`src/rtl/uart_pkg.sv`:
```
// Shared types and helpers for the configurable UART: parity modes, FSM states,
// data-width decode and parity generation.
package uart_pkg;
    localparam int PAR_W = 8;   // widest word parity_calc() walks over

    typedef enum logic [1:0] {
        PAR_NONE     = 2'b00,
        PAR_EVEN     = 2'b01,
        PAR_ODD      = 2'b10,
        PAR_NONE_ALT = 2'b11
    } parity_e;

    typedef enum logic [2:0] {TX_IDLE, TX_START, TX_DATA, TX_PARITY, TX_STOP} tx_state_e;
    typedef enum logic [2:0] {RX_IDLE, RX_START, RX_DATA, RX_PARITY, RX_STOP} rx_state_e;

    function automatic logic [3:0] nbits(input logic [1:0] code);
        return 4'd5 + {2'b00, code};
    endfunction

    function automatic logic parity_on(input parity_e mode);
        return (mode == PAR_EVEN) || (mode == PAR_ODD);
    endfunction

    function automatic logic parity_calc(input logic [PAR_W-1:0] data, input logic [3:0] width,
                                         input parity_e mode);
        logic p;
        p = 1'b0;
        for (int i = 0; i < PAR_W; i++)
            if (4'(i) < width) p = p ^ data[i];
        return (mode == PAR_ODD) ? ~p : p;
    endfunction
endpackage

```
`src/rtl/uart_cfg_if.sv`:
```
// User-side bus of the configurable UART: frame config, tx handshake, rx results.
interface uart_cfg_if #(
    parameter int DBIT_MAX = 8,
    parameter int DVSR_W   = 11
);
    logic [DVSR_W-1:0]   dvsr;
    logic [1:0]          data_bits;
    logic [1:0]          parity_mode;
    logic                stop_bits;
    logic [DBIT_MAX-1:0] din;
    logic                tx_start;
    logic                tx_ready;
    logic                tx_done_tick;
    logic                rx_busy;
    logic                rx_done_tick;
    logic [DBIT_MAX-1:0] dout;
    logic                parity_err;
    logic                frame_err;

    modport master (
        output dvsr, data_bits, parity_mode, stop_bits, din, tx_start,
        input  tx_ready, tx_done_tick, rx_busy, rx_done_tick, dout, parity_err, frame_err
    );
    modport slave (
        input  dvsr, data_bits, parity_mode, stop_bits, din, tx_start,
        output tx_ready, tx_done_tick, rx_busy, rx_done_tick, dout, parity_err, frame_err
    );
endinterface

```
`src/rtl/uart_frame_rx.sv`:
```
// UART receiver: 2-flop synchroniser, start-bit qualification, bit-centre sampling,
// parity and framing checks. Config is captured at the start edge.
module uart_frame_rx
    import uart_pkg::*;
#(
    parameter int DBIT_MAX = 8,
    parameter int OS       = 16
) (
    input  logic                clk,
    input  logic                rst,
    input  logic                s_tick,
    input  logic                rx,
    input  logic [1:0]          data_bits,
    input  logic [1:0]          parity_mode,
    output logic                rx_busy,
    output logic                rx_done_tick,
    output logic [DBIT_MAX-1:0] dout,
    output logic                parity_err,
    output logic                frame_err
);
    localparam int SC_W  = $clog2(OS);
    localparam int IDX_W = $clog2(DBIT_MAX);

    rx_state_e           state;
    logic                rx_m, rx_s, rx_q;
    logic                fall;
    logic [SC_W-1:0]     sc;
    logic [3:0]          n, nb;
    logic [DBIT_MAX-1:0] data;
    parity_e             par;
    logic                pbit;
    logic                mid_end, bit_end;

    assign fall    = rx_q & ~rx_s;
    assign mid_end = (sc == SC_W'(OS/2 - 1));
    assign bit_end = (sc == SC_W'(OS - 1));
    assign rx_busy = (state != RX_IDLE) | rx_done_tick;

    always_ff @(posedge clk or posedge rst) begin
        if (rst) begin
            rx_m <= 1'b1;
            rx_s <= 1'b1;
            rx_q <= 1'b1;
        end else begin
            rx_m <= rx;
            rx_s <= rx_m;
            rx_q <= rx_s;
        end
    end

    always_ff @(posedge clk or posedge rst) begin
        if (rst) begin
            state        <= RX_IDLE;
            sc           <= '0;
            n            <= '0;
            nb           <= 4'd8;
            data         <= '0;
            par          <= PAR_NONE;
            pbit         <= 1'b0;
            rx_done_tick <= 1'b0;
            dout         <= '0;
            parity_err   <= 1'b0;
            frame_err    <= 1'b0;
        end else begin
            rx_done_tick <= 1'b0;
            case (state)
                RX_IDLE: if (fall) begin
                    nb    <= nbits(data_bits);
                    par   <= parity_e'(parity_mode);
                    sc    <= '0;
                    n     <= '0;
                    data  <= '0;
                    state <= RX_START;
                end
                // line high again at mid start bit means it was a glitch
                RX_START: if (s_tick) begin
                    if (mid_end) begin
                        sc    <= '0;
                        state <= rx_s ? RX_IDLE : RX_DATA;
                    end else sc <= sc + 1'b1;
                end
                RX_DATA: if (s_tick) begin
                    if (bit_end) begin
                        sc                 <= '0;
                        data[n[IDX_W-1:0]] <= rx_s;
                        n                  <= n + 1'b1;
                        if (n == nb - 4'd1) state <= parity_on(par) ? RX_PARITY : RX_STOP;
                    end else sc <= sc + 1'b1;
                end
                RX_PARITY: if (s_tick) begin
                    if (bit_end) begin
                        sc    <= '0;
                        pbit  <= rx_s;
                        state <= RX_STOP;
                    end else sc <= sc + 1'b1;
                end
                RX_STOP: if (s_tick) begin
                    if (bit_end) begin
                        sc           <= '0;
                        rx_done_tick <= 1'b1;
                        dout         <= data;
                        frame_err    <= ~rx_s;
                        parity_err   <= parity_on(par) &&
                                        (pbit != parity_calc(PAR_W'(data), nb, par));
                        state        <= RX_IDLE;
                    end else sc <= sc + 1'b1;
                end
                default: state <= RX_IDLE;
            endcase
        end
    end
endmodule

```
`src/rtl/uart_cfg.sv`:
```
// Runtime-configurable UART: baud tick generator and transmitter inline,
// receiver in uart_frame_rx, both driven by the same oversampling tick.
module uart_cfg
    import uart_pkg::*;
#(
    parameter int DBIT_MAX = 8,
    parameter int OS       = 16,
    parameter int DVSR_W   = 11
) (
    input  logic       clk,
    input  logic       rst,
    uart_cfg_if.slave  bus,
    output logic       tx,
    input  logic       rx
);
    localparam int SC_W = $clog2(2 * OS);

    logic [DVSR_W-1:0] cnt;
    logic              s_tick;

    // >= rather than == so a lowered dvsr wraps immediately
    assign s_tick = (cnt >= bus.dvsr);

    always_ff @(posedge clk or posedge rst) begin
        if (rst) cnt <= '0;
        else     cnt <= s_tick ? '0 : cnt + 1'b1;
    end

    tx_state_e           tx_state;
    logic [SC_W-1:0]     tx_sc;
    logic [3:0]          tx_n, tx_nb;
    logic [DBIT_MAX-1:0] tx_sh;
    parity_e             tx_par;
    logic                tx_stop2, tx_pbit;
    logic                bit_end, stop_end;

    assign bit_end          = (tx_sc == SC_W'(OS - 1));
    assign stop_end         = (tx_sc == (tx_stop2 ? SC_W'(2*OS - 1) : SC_W'(OS - 1)));
    assign bus.tx_done_tick = (tx_state == TX_STOP) && s_tick && stop_end;

    always_ff @(posedge clk or posedge rst) begin
        if (rst) begin
            tx_state     <= TX_IDLE;
            tx_sc        <= '0;
            tx_n         <= '0;
            tx_nb        <= 4'd8;
            tx_sh        <= '0;
            tx_par       <= PAR_NONE;
            tx_stop2     <= 1'b0;
            tx_pbit      <= 1'b0;
            tx           <= 1'b1;
            bus.tx_ready <= 1'b1;
        end else begin
            case (tx_state)
                TX_IDLE: if (bus.tx_start) begin
                    tx_nb        <= nbits(bus.data_bits);
                    tx_par       <= parity_e'(bus.parity_mode);
                    tx_stop2     <= bus.stop_bits;
                    tx_pbit      <= parity_calc(PAR_W'(bus.din), nbits(bus.data_bits),
                                                parity_e'(bus.parity_mode));
                    tx_sh        <= bus.din;
                    tx_sc        <= '0;
                    tx_n         <= '0;
                    tx           <= 1'b0;
                    bus.tx_ready <= 1'b0;
                    tx_state     <= TX_START;
                end
                TX_START: if (s_tick) begin
                    if (bit_end) begin
                        tx_sc    <= '0;
                        tx       <= tx_sh[0];
                        tx_state <= TX_DATA;
                    end else tx_sc <= tx_sc + 1'b1;
                end
                TX_DATA: if (s_tick) begin
                    if (bit_end) begin
                        tx_sc <= '0;
                        tx_sh <= tx_sh >> 1;
                        tx_n  <= tx_n + 1'b1;
                        if (tx_n == tx_nb - 4'd1) begin
                            tx       <= parity_on(tx_par) ? tx_pbit : 1'b1;
                            tx_state <= parity_on(tx_par) ? TX_PARITY : TX_STOP;
                        end else tx <= tx_sh[1];
                    end else tx_sc <= tx_sc + 1'b1;
                end
                TX_PARITY: if (s_tick) begin
                    if (bit_end) begin
                        tx_sc    <= '0;
                        tx       <= 1'b1;
                        tx_state <= TX_STOP;
                    end else tx_sc <= tx_sc + 1'b1;
                end
                TX_STOP: if (s_tick) begin
                    if (stop_end) begin
                        tx_sc        <= '0;
                        bus.tx_ready <= 1'b1;
                        tx_state     <= TX_IDLE;
                    end else tx_sc <= tx_sc + 1'b1;
                end
                default: tx_state <= TX_IDLE;
            endcase
        end
    end

    uart_frame_rx #(.DBIT_MAX(DBIT_MAX), .OS(OS)) u_rx (
        .clk          (clk),
        .rst          (rst),
        .s_tick       (s_tick),
        .rx           (rx),
        .data_bits    (bus.data_bits),
        .parity_mode  (bus.parity_mode),
        .rx_busy      (bus.rx_busy),
        .rx_done_tick (bus.rx_done_tick),
        .dout         (bus.dout),
        .parity_err   (bus.parity_err),
        .frame_err    (bus.frame_err)
    );
endmodule

```
`src/flat_wrapper.sv`:
```
// flat-port wrapper written by rule: the top's interface ports become plain ports
module uart_cfg_flat import uart_pkg::*;
#(
    parameter int DBIT_MAX = 8,
    parameter int OS       = 16,
    parameter int DVSR_W   = 11
)
  (clk, rst, tx, rx, bus_dvsr, bus_data_bits, bus_parity_mode, bus_stop_bits, bus_din, bus_tx_start, bus_tx_ready, bus_tx_done_tick, bus_rx_busy, bus_rx_done_tick, bus_dout, bus_parity_err, bus_frame_err);
  uart_cfg_if #(.DBIT_MAX(DBIT_MAX), .DVSR_W(DVSR_W)) bus_i ();
  input  logic clk;
  input  logic rst;
  output logic tx;
  input  logic rx;
  input wire logic [$bits(bus_i.dvsr)-1:0] bus_dvsr;
  input wire logic [$bits(bus_i.data_bits)-1:0] bus_data_bits;
  input wire logic [$bits(bus_i.parity_mode)-1:0] bus_parity_mode;
  input wire logic [$bits(bus_i.stop_bits)-1:0] bus_stop_bits;
  input wire logic [$bits(bus_i.din)-1:0] bus_din;
  input wire logic [$bits(bus_i.tx_start)-1:0] bus_tx_start;
  output wire logic [$bits(bus_i.tx_ready)-1:0] bus_tx_ready;
  output wire logic [$bits(bus_i.tx_done_tick)-1:0] bus_tx_done_tick;
  output wire logic [$bits(bus_i.rx_busy)-1:0] bus_rx_busy;
  output wire logic [$bits(bus_i.rx_done_tick)-1:0] bus_rx_done_tick;
  output wire logic [$bits(bus_i.dout)-1:0] bus_dout;
  output wire logic [$bits(bus_i.parity_err)-1:0] bus_parity_err;
  output wire logic [$bits(bus_i.frame_err)-1:0] bus_frame_err;
  assign bus_i.dvsr = bus_dvsr;
  assign bus_i.data_bits = bus_data_bits;
  assign bus_i.parity_mode = bus_parity_mode;
  assign bus_i.stop_bits = bus_stop_bits;
  assign bus_i.din = bus_din;
  assign bus_i.tx_start = bus_tx_start;
  assign bus_tx_ready = bus_i.tx_ready;
  assign bus_tx_done_tick = bus_i.tx_done_tick;
  assign bus_rx_busy = bus_i.rx_busy;
  assign bus_rx_done_tick = bus_i.rx_done_tick;
  assign bus_dout = bus_i.dout;
  assign bus_parity_err = bus_i.parity_err;
  assign bus_frame_err = bus_i.frame_err;
  uart_cfg #(.DBIT_MAX(DBIT_MAX), .OS(OS), .DVSR_W(DVSR_W)) u_core (.clk(clk), .rst(rst), .bus(bus_i), .tx(tx), .rx(rx));
endmodule
```
`config.mk`:
```
export PLATFORM = sky130hd
export DESIGN_NAME = uart_cfg_flat
export DESIGN_NICKNAME = d
export VERILOG_FILES = /design/src/rtl/uart_pkg.sv /design/src/rtl/uart_cfg_if.sv /design/src/rtl/uart_frame_rx.sv /design/src/rtl/uart_cfg.sv /design/src/flat_wrapper.sv
export SDC_FILE = /design/constraint.sdc
export NUM_CORES = 1
export LEC_CHECK = 0
export BUFFER_PORTS_ARGS = -buffer_cell sky130_fd_sc_hd__buf_2
export CORE_UTILIZATION = 25
export CTS_BUF_LIST = sky130_fd_sc_hd__clkbuf_8
export DETAILED_ROUTE_END_ITERATION = 6
export MAX_ROUTING_LAYER = met4
export SLEW_MARGIN = 0
export SYNTH_ARGS = -nofsm -noshare
export SYNTH_HDL_FRONTEND = slang
export SYNTH_SLANG_ARGS = --single-unit
export TNS_END_PERCENT = 10
```
`constraint.sdc`:
```
create_clock -name clk -period 3.6 [get_ports clk]
set_input_delay 0.72 -clock clk [delete_from_list [all_inputs] [get_ports clk]]
set_output_delay 0.72 -clock clk [all_outputs]
set_load 0.03 [all_outputs]
```
# Word-level counts from Yosys, hierarchy flattened
# Index checks and enable logic that the tools add are counted.
# totals
ff_bits,81
input_bits,28
out_inout_bits,15
elab_cells,273
# classes
n_addsub,8
order_cmp,19
n_eq_ne,42
mux,131
bitwise,19
reduce_logical,29
# ops
cell,n
1-bit two-way mux,73
3-bit two-way mux,22
8-bit two-way mux,6
4-bit two-way mux,10
"3-bit by 4-bit less-than comparator with 1-bit output, first input constant",8
8-bit case mux with 2 select lines,2
5-bit two-way mux,6
"2-bit by 1-bit inequality test with 1-bit output, second input constant",15
3-bit case mux with 5 select lines,2
10-bit AND reduction,2
4-bit AND reduction,5
"1-bit by 4-bit less-than comparator with 1-bit output, first input constant",4
"2-bit by 4-bit less-than comparator with 1-bit output, first input constant",4
4-bit case mux with 2 select lines,2
5-bit case mux with 3 select lines,1
"2-bit inequality test, second input constant",7
1-bit XOR,14
"4-bit by 1-bit adder with 4-bit output, second input constant",3
"3-bit by 2-bit equality test with 1-bit output, second input constant",4
4-bit case mux with 3 select lines,1
"11-bit by 1-bit adder with 11-bit output, second input constant",1
11-bit greater-or-equal comparator,1
11-bit two-way mux,1
3-bit nonzero test,3
32 further kinds,51

# Logic depth before layout (Yosys ltp)
# Gate-level depths: netlist of run 1.
# logic_depth
depth_word,44
ltp_mapped,9
mapped_depth_nobuf,8

# Cells and area by module
# From an unflattened synthesis of run 1, not the netlist that was laid out.
# unflattened
cells_unflattened,479
hier_area_um2,4735.8
# modules_own_cells
mod,n_inst,cells_per_inst,area_per_inst_um2,seq_area_each_um2
uart_cfg,1,263,2543.7,1029.7
uart_frame_rx,1,216,2192.1,1006.0

# Worst setup path before layout of run 1
# OpenSTA, ideal clock, no wires.
# synth_timing
kind,input to output
from,input bus_dvsr[8]
to,output bus_tx_done_tick
arrival_time_ps,2347
required_time_ps,2880
slack_ps,533
path_stages,7
n_path_buf,0
cell_sequence,inv_1 -> ha_1 -> nand4_1 -> nor2_1 -> a21o_2 -> o21ai_2 -> nor3_1
# synth_via
elab_chain_cells,3
# synth_lines
item,line,rtl
start: declaration,flat_wrapper.sv:14,input wire logic [$bits(bus_i.dvsr)-1:0] bus_dvsr;
11-bit greater-or-equal comparator,uart_cfg.sv:22,assign s_tick = (cnt >= bus.dvsr);
1-bit logical AND (2 in series),uart_cfg.sv:39,assign bus.tx_done_tick = (tx_state == TX_STOP) && s_tick && stop_end;
end: declaration,flat_wrapper.sv:21,output wire logic [$bits(bus_i.tx_done_tick)-1:0] bus_tx_done_tick;
# Every way passes these cells.

# Worst setup path in the final report of run 1
# layout_timing
from,register u_core.cnt[0]
to,output bus_tx_done_tick
# layout_via
elab_chain_cells,3
# layout_lines
item,line,rtl
start: declaration,uart_cfg.sv:18,logic [DVSR_W-1:0] cnt;
start signal: assignment,uart_cfg.sv:26,else cnt <= s_tick ? '0 : cnt + 1'b1;
11-bit greater-or-equal comparator,uart_cfg.sv:22,
1-bit logical AND (2 in series),uart_cfg.sv:39,
# Every way passes these cells.

==> results of run 1 <==
## kinds of logic after synthesis
| family | count (synthesis) | share of synthesized area, % |
|---|---|---|
| DFF | 81 | 42.1 |
| buffers and inverters | 51 | 4.79 |
| xor gates and xnor gates | 38 | 7.17 |
| muxes | 23 | 5.13 |
| and+or+nand+nor | 180 | 19.5 |
| adders and majority gates | 27 | 6.99 |
| AOI/OAI and AO/OA | 100 | 14.3 |
## worst max-delay path, stage by stage, from the launching register on
cell and delay, ps:
dfrtp_1 480, inv_1 70, ha_1 270, nor2b_1 40, o21ai_1 170, a21o_2 240, o21ai_2 100, nor3_1 290
buf_2 260
## worst min-delay path by stage
stage	startpoint	to	slack, ps	cells past startpoint
after floorplan	u_core.u_rx.rx_m$_DFF_PP1_	u_core.u_rx.rx_s$_DFF_PP1_	350	0
after global placement	u_core.u_rx.rx_m$_DFF_PP1_	u_core.u_rx.rx_s$_DFF_PP1_	350	0
after detailed placement	u_core.u_rx.rx_m$_DFF_PP1_	u_core.u_rx.rx_s$_DFF_PP1_	350	0
after CTS	u_core.u_rx.rx_m$_DFF_PP1_	u_core.u_rx.rx_s$_DFF_PP1_	360	0
after global routing	u_core.u_rx.rx_m$_DFF_PP1_	u_core.u_rx.rx_s$_DFF_PP1_	370	0
final	u_core.u_rx.rx_m$_DFF_PP1_	u_core.u_rx.rx_s$_DFF_PP1_	360	0
## stage by stage
stage	total power [mW]	cells	util [%]
CTS	3.77	803	29.3
finish	3.72	804	29.3
global route	4.03	804	29.3
global placement	3.00	787	28.2
detailed placement	3.03	787	28.2
floorplan	2.68	500	-
## sequential cells by signal, summed over array words and instances, names as in the netlist, 3 cells and up
signal and cells:
u_core.cnt 11, u_core.u_rx.data 8, u_core.tx_n 4, u_core.u_rx.sc 4, u_core.u_rx.state 3, u_core.u_rx.dout 8
u_core.u_rx.n 4, u_core.tx_nb 4, u_core.u_rx.nb 4, u_core.tx_sc 5, u_core.tx_state 3, u_core.tx_sh 8
## power groups by stage
stage | Sequential (mW) | Combinational (mW) | Clock, mW
2_1_floorplan | 1.38 | 1.31 | 0
3_3_place_gp | 1.50 | 1.50 | 0
3_5_place_dp | 1.51 | 1.52 | 0
4_1_cts | 1.49 | 1.53 | 0.744
5_1_grt | 1.54 | 1.71 | 0.771
6_report | 1.49 | 1.51 | 0.718
## final cells by class
type | instances | area (µm²)
clock inverter | 5 | 63.8
inverter | 31 | 118
tap | 260 | 325
antenna | 1 | 2.50
fill | 1961 | 13300
multi-input combinational | 368 | 2570
clock buffer | 11 | 151
sequential | 81 | 2040
timing repair buffer | 47 | 260
## metal layers
metal	global-route usage (%)	vias to the layer above	part of all wire, %
met5	-	-	0
met4	5.15	0	1.9
met3	1.70	15	2.7
met2	17.4	47	45
met1	15.9	1716	50
li1	-	1843	-
## layout by cell type (no fill, tap or decap), types with 7 or more instances in the layout
cell type	instances
nor3b_1	9
dfrtp_1	74
clkbuf_8	11
nor2_1	29
nand3_1	32
o31ai_1	7
a21oi_1	15
ha_1	27
dfstp_2	7
nor3_1	9
xnor2_1	21
inv_1	29
mux2i_1	9
buf_2	42
nand2_1	57
o21ai_0	32
xor2_1	16
a221o_1	7
mux2_2	9
==> flow_summary.ini, run 1 <==
[logic_synthesis]
ys_warn_count = 0
synth-edff-count = 0
ys_seq_elements = 81
synth_fp_nets = 555
synthDistinctLibCells = 69
syn_avg_cell_area_um2 = 9.66
syn_inst = 500
yosysSeqAreaShare_pct = 42.1
yosysTopAreaCellShare_pct = 38.3
synth.area.top_cells = dfrtp_1 38%, ha_1 7.0%, nand2_1 4.4%
synth_area_um2 = 4830
ys_top_cells_by_count = 74 x dfrtp_1, 57 x nand2_1, 32 x nand3_1, 32 x o21ai_0, 30 x inv_1
async_reset_ff_share_pct = 100
synth_flop_cell = dfrtp_1
synth.most_common_cell = dfrtp_1
synth_top_area_cell = dfrtp_1

[route]
firstDrtPassIters = 4
drc = 0
wirelength_um = 10600
vias_per_cell = 4.50
antenna_left = 0
vias = 3621
first_iter_violations = 248
routedWlPerCell_um = 13.2

[timing]
setup_slack_ps = 592
fmax_mhz = 332
setup_tns_ps = 0
setup_viol = 0
worst_slew_pin_slew_ps = 874
whs_ps = 361
fin_crit_ps = 3010
skew_ps = 15.3
hold_viol_final = 0
rsz0062_at_grt = false
max_slew_margin_pct = 41.7
drv_slew = 0
period_share_pct = 83.6

[clocking]
clkSinkCount = 81
ctsLongestPathBuffers = 2
clk_root_buffer_cell = clkbuf_8
clock_latency_ps = 370
cts_made_buffers = 9
cts_setup_buffers = 0
hold_buffers = 0
cts_tree = yes
cts-resized-gates = 0
clkTransAtPathRegs_ps = 80
htree_num_levels = 3

[global_routing]
grt_pass1_wl_um = 17800
overflow = 0
first_global_vias = 3503
grt_start_max_net_pins = 43
grt_usage_pct = 11.7
antenna_found_initial = 1

[pwr]
share_seq_of_total_power_pct = 40.2
combPwrFrac_pct = 40.5
peakVddDrop_mv = 0.202
p_sw_share_pct = 40.1
power-per-cell-area_nw_per_um2 = 673
p_switching_mw = 1.49
pwr-share-clk_pct = 19.3
power_leakage_nw = 2.46
p_int_mw = 2.23

[worst_setup_path]
crit_path_end_kind = output pin
rr_worst_depth = 8
crit_type = register to output pin
r2r_slack_ps = 1120
cp-start-kind = register
rr_startpoint = u_core.cnt[0]$_DFF_PP0_
worstPathRequired_ps = 2880
crit_fanout = 7
worstPathArrival_ps = 2290
r2r_end = u_core.u_rx.pbit$_DFFE_PP0P_
worstSetupEndpoint = bus_tx_done_tick
crit_start = u_core.cnt[0]$_DFF_PP0_

[floorplanning]
die_h_um = 141
start_util_pct = 25.7
core_um2 = 18800
fp.dieW_um = 141
dieArea_um2 = 19900
num_rows = 50
ios = 43

[place]
port-buffer-count = 42
placed_cell_area_um2 = 5310
globalplace.congestion = 0.778
dp_hpwl_um = 7820
dp_slack_ps = 556

[min_path]
hp-class = register to register

[job]
max-cap-violations = 0

[finish]
drive_gt1_share_pct = 19.0
area_delta_synth_final_pct = 14.4
nets = 593
final_area_um2 = 5530

[run_status]
status = finished, final reports clean
Power figures use the tool's default switching activity.
==> run 2: changes to the inputs <==
- clock period: 3.6 -> 3 ns (I/O delays scaled with it)
==> run 2 against run 1 <==
Compared with the run above: combinational power increased by 23%; sequential power up 19%; final cell count up 0.37%; largest cell class unchanged.
==> flow_summary.ini, run 2 (synthesis results as in run 1) <==
[run_status]
status = finished, final reports clean

[route]
vias = 3631
firstDrtPassIters = 4
drc = 0
antenna_left = 0
vias_per_cell = 4.50
first_iter_violations = 233
wirelength_um = 10500
routedWlPerCell_um = 13.0

[finish]
top_register = u_core.cnt
nets = 596
drive_gt1_share_pct = 19.4
final_cell_mix = 74 x dfrtp_1, 57 x nand2_1, 42 x buf_2
final_cells = 807
final_common_cell = dfrtp_1
largest_reg_flops = 11
area_delta_synth_final_pct = 15.5
final_area_um2 = 5580

[floorplanning]
ios = 43
core_um2 = 18800
num_rows = 50
dieArea_um2 = 19900
fp.dieW_um = 141
die_h_um = 141
start_util_pct = 25.7

[timing]
skew_ps = 11.9
fin_crit_ps = 2820
hold_viol_final = 0
worst_slew_pin_slew_ps = 732
whs_ps = 328
fmax_mhz = 355
drv_slew = 0
rsz0062_at_grt = false
period_share_pct = 93.9
setup_viol = 0
setup_tns_ps = 0
max_slew_margin_pct = 51.2

[clocking]
ctsLongestPathBuffers = 2
cts_made_buffers = 9
clk_root_buffer_cell = clkbuf_8
cts_tree = yes
clkSinkCount = 81
clock_latency_ps = 370
clkTransAtPathRegs_ps = 90
htree_num_levels = 3

[pwr]
power_leakage_nw = 2.50
power-per-cell-area_nw_per_um2 = 824
power_mw = 4.60
peakVddDrop_mv = 0.253

[place]
port-buffer-count = 42
dp_hpwl_um = 7770
dp_cells = 790
globalplace.congestion = 0.741
placed_cell_area_um2 = 5330

[worst_setup_path]
cp_slowest_cell = dfrtp_1
cp-start-kind = register
crit_chain = ha_1, o21ai_0, o21ai_2, o21ai_2, nor3_2, buf_2
slowest_delay_ps = 440
crit_type = register to output pin
crit_fanout = 5
crit_path_end_kind = output pin
worstPathArrival_ps = 2220
cp_common_cell = o21ai_2
worstPathRequired_ps = 2400

[global_routing]
grt_usage_pct = 11.7
first_global_vias = 3517
grt_start_max_net_pins = 43
antenna_found_initial = 1
grt_pass1_wl_um = 17500
overflow = 0

[min_path]
hp-class = primary input to async pin

[job]
max-cap-violations = 0
[run 2: cell types whose count changed in the layout (fill, tap and decap cells not counted), sizes merged]
cell    delta
clkinv     -2
inv        +1
clkbuf     -1
bufinv     +2
buf        +3
[run 2: per-layer routing]
| metal | up-vias | GRT usage [%] | routed length [µm] | share of wire (%) |
|---|---|---|---|---|
| met3 | 12 | 2.85 | 355 | 3.4 |
| met1 | 1726 | 14.9 | 5160 | 49 |
| met5 | - | - | 0 | 0 |
| li1 | 1848 | - | - | - |
| met2 | 45 | 17.4 | 4800 | 46 |
| met4 | 0 | 5.03 | 170 | 1.6 |
[run 2: worst paths after layout]
check | startpoint | endpoint | slack (ps) | depth (start not counted)
max | u_core.cnt[7]$_DFF_PP0_ | bus_tx_done_tick | 180 | 6
min | rst | u_core.tx_par[0]$_DFFE_PP0P_ | 330 | 2
max reg2reg | u_core.cnt[7]$_DFF_PP0_ | u_core.u_rx.dout[6]$_DFFE_PP0P_ | 660 | 7
min reg2reg | u_core.u_rx.rx_m$_DFF_PP1_ | u_core.u_rx.rx_s$_DFF_PP1_ | 360 | 0
max in group asynchronous | rst | u_core.u_rx.rx_q$_DFF_PP1_ | 1960 | 3
min in group clk | rx | u_core.u_rx.rx_m$_DFF_PP1_ | 330 | 1
[run 2: worst max-delay path: cells and delay by family (launching register included)]
kind,cells,cell delay [ps]
AND/OR/NAND/NOR,1,250
adder cells (fa/ha/maj),1,310
flip-flops,1,440
AO/OA/AOI/OAI,3,620
buffers and inverters,1,240
[run 2: where the power goes]
part	internal [mW]	leakage (nW)	switching (mW)	total [mW]
combinational	0.842	1.40	1.01	1.85
clock	0.571	0.124	0.399	0.970
sequential	1.41	0.968	0.364	1.78
total	2.83	2.50	1.77	4.60
[run 2: area by class of cell]
class | count | area [µm²]
fill | 1974 | 13200
multi-input combinational | 368 | 2570
sequential | 81 | 2040
tap | 260 | 325
timing repair buffer | 50 | 283
clock buffer | 10 | 138
inverter | 31 | 118
clock inverter | 6 | 106
antenna | 1 | 2.50
[run 2: timing repair]
action,4_1_cts,5_1_grt
setup endpoints to repair,0,1
gates resized for setup,0,1
hold buffers,0,0
buffers inserted,0,0
[run 2: through the flow]
| stage | utilization (%) | setup WS (ps) |
|---|---|---|
| floorplan | - | 173 |
| global placement | 28.3 | 202 |
| detailed placement | 28.3 | 178 |
| CTS | 29.6 | 29.0 |
| global route | 29.6 | 6.28 |
| finish | 29.6 | 184 |
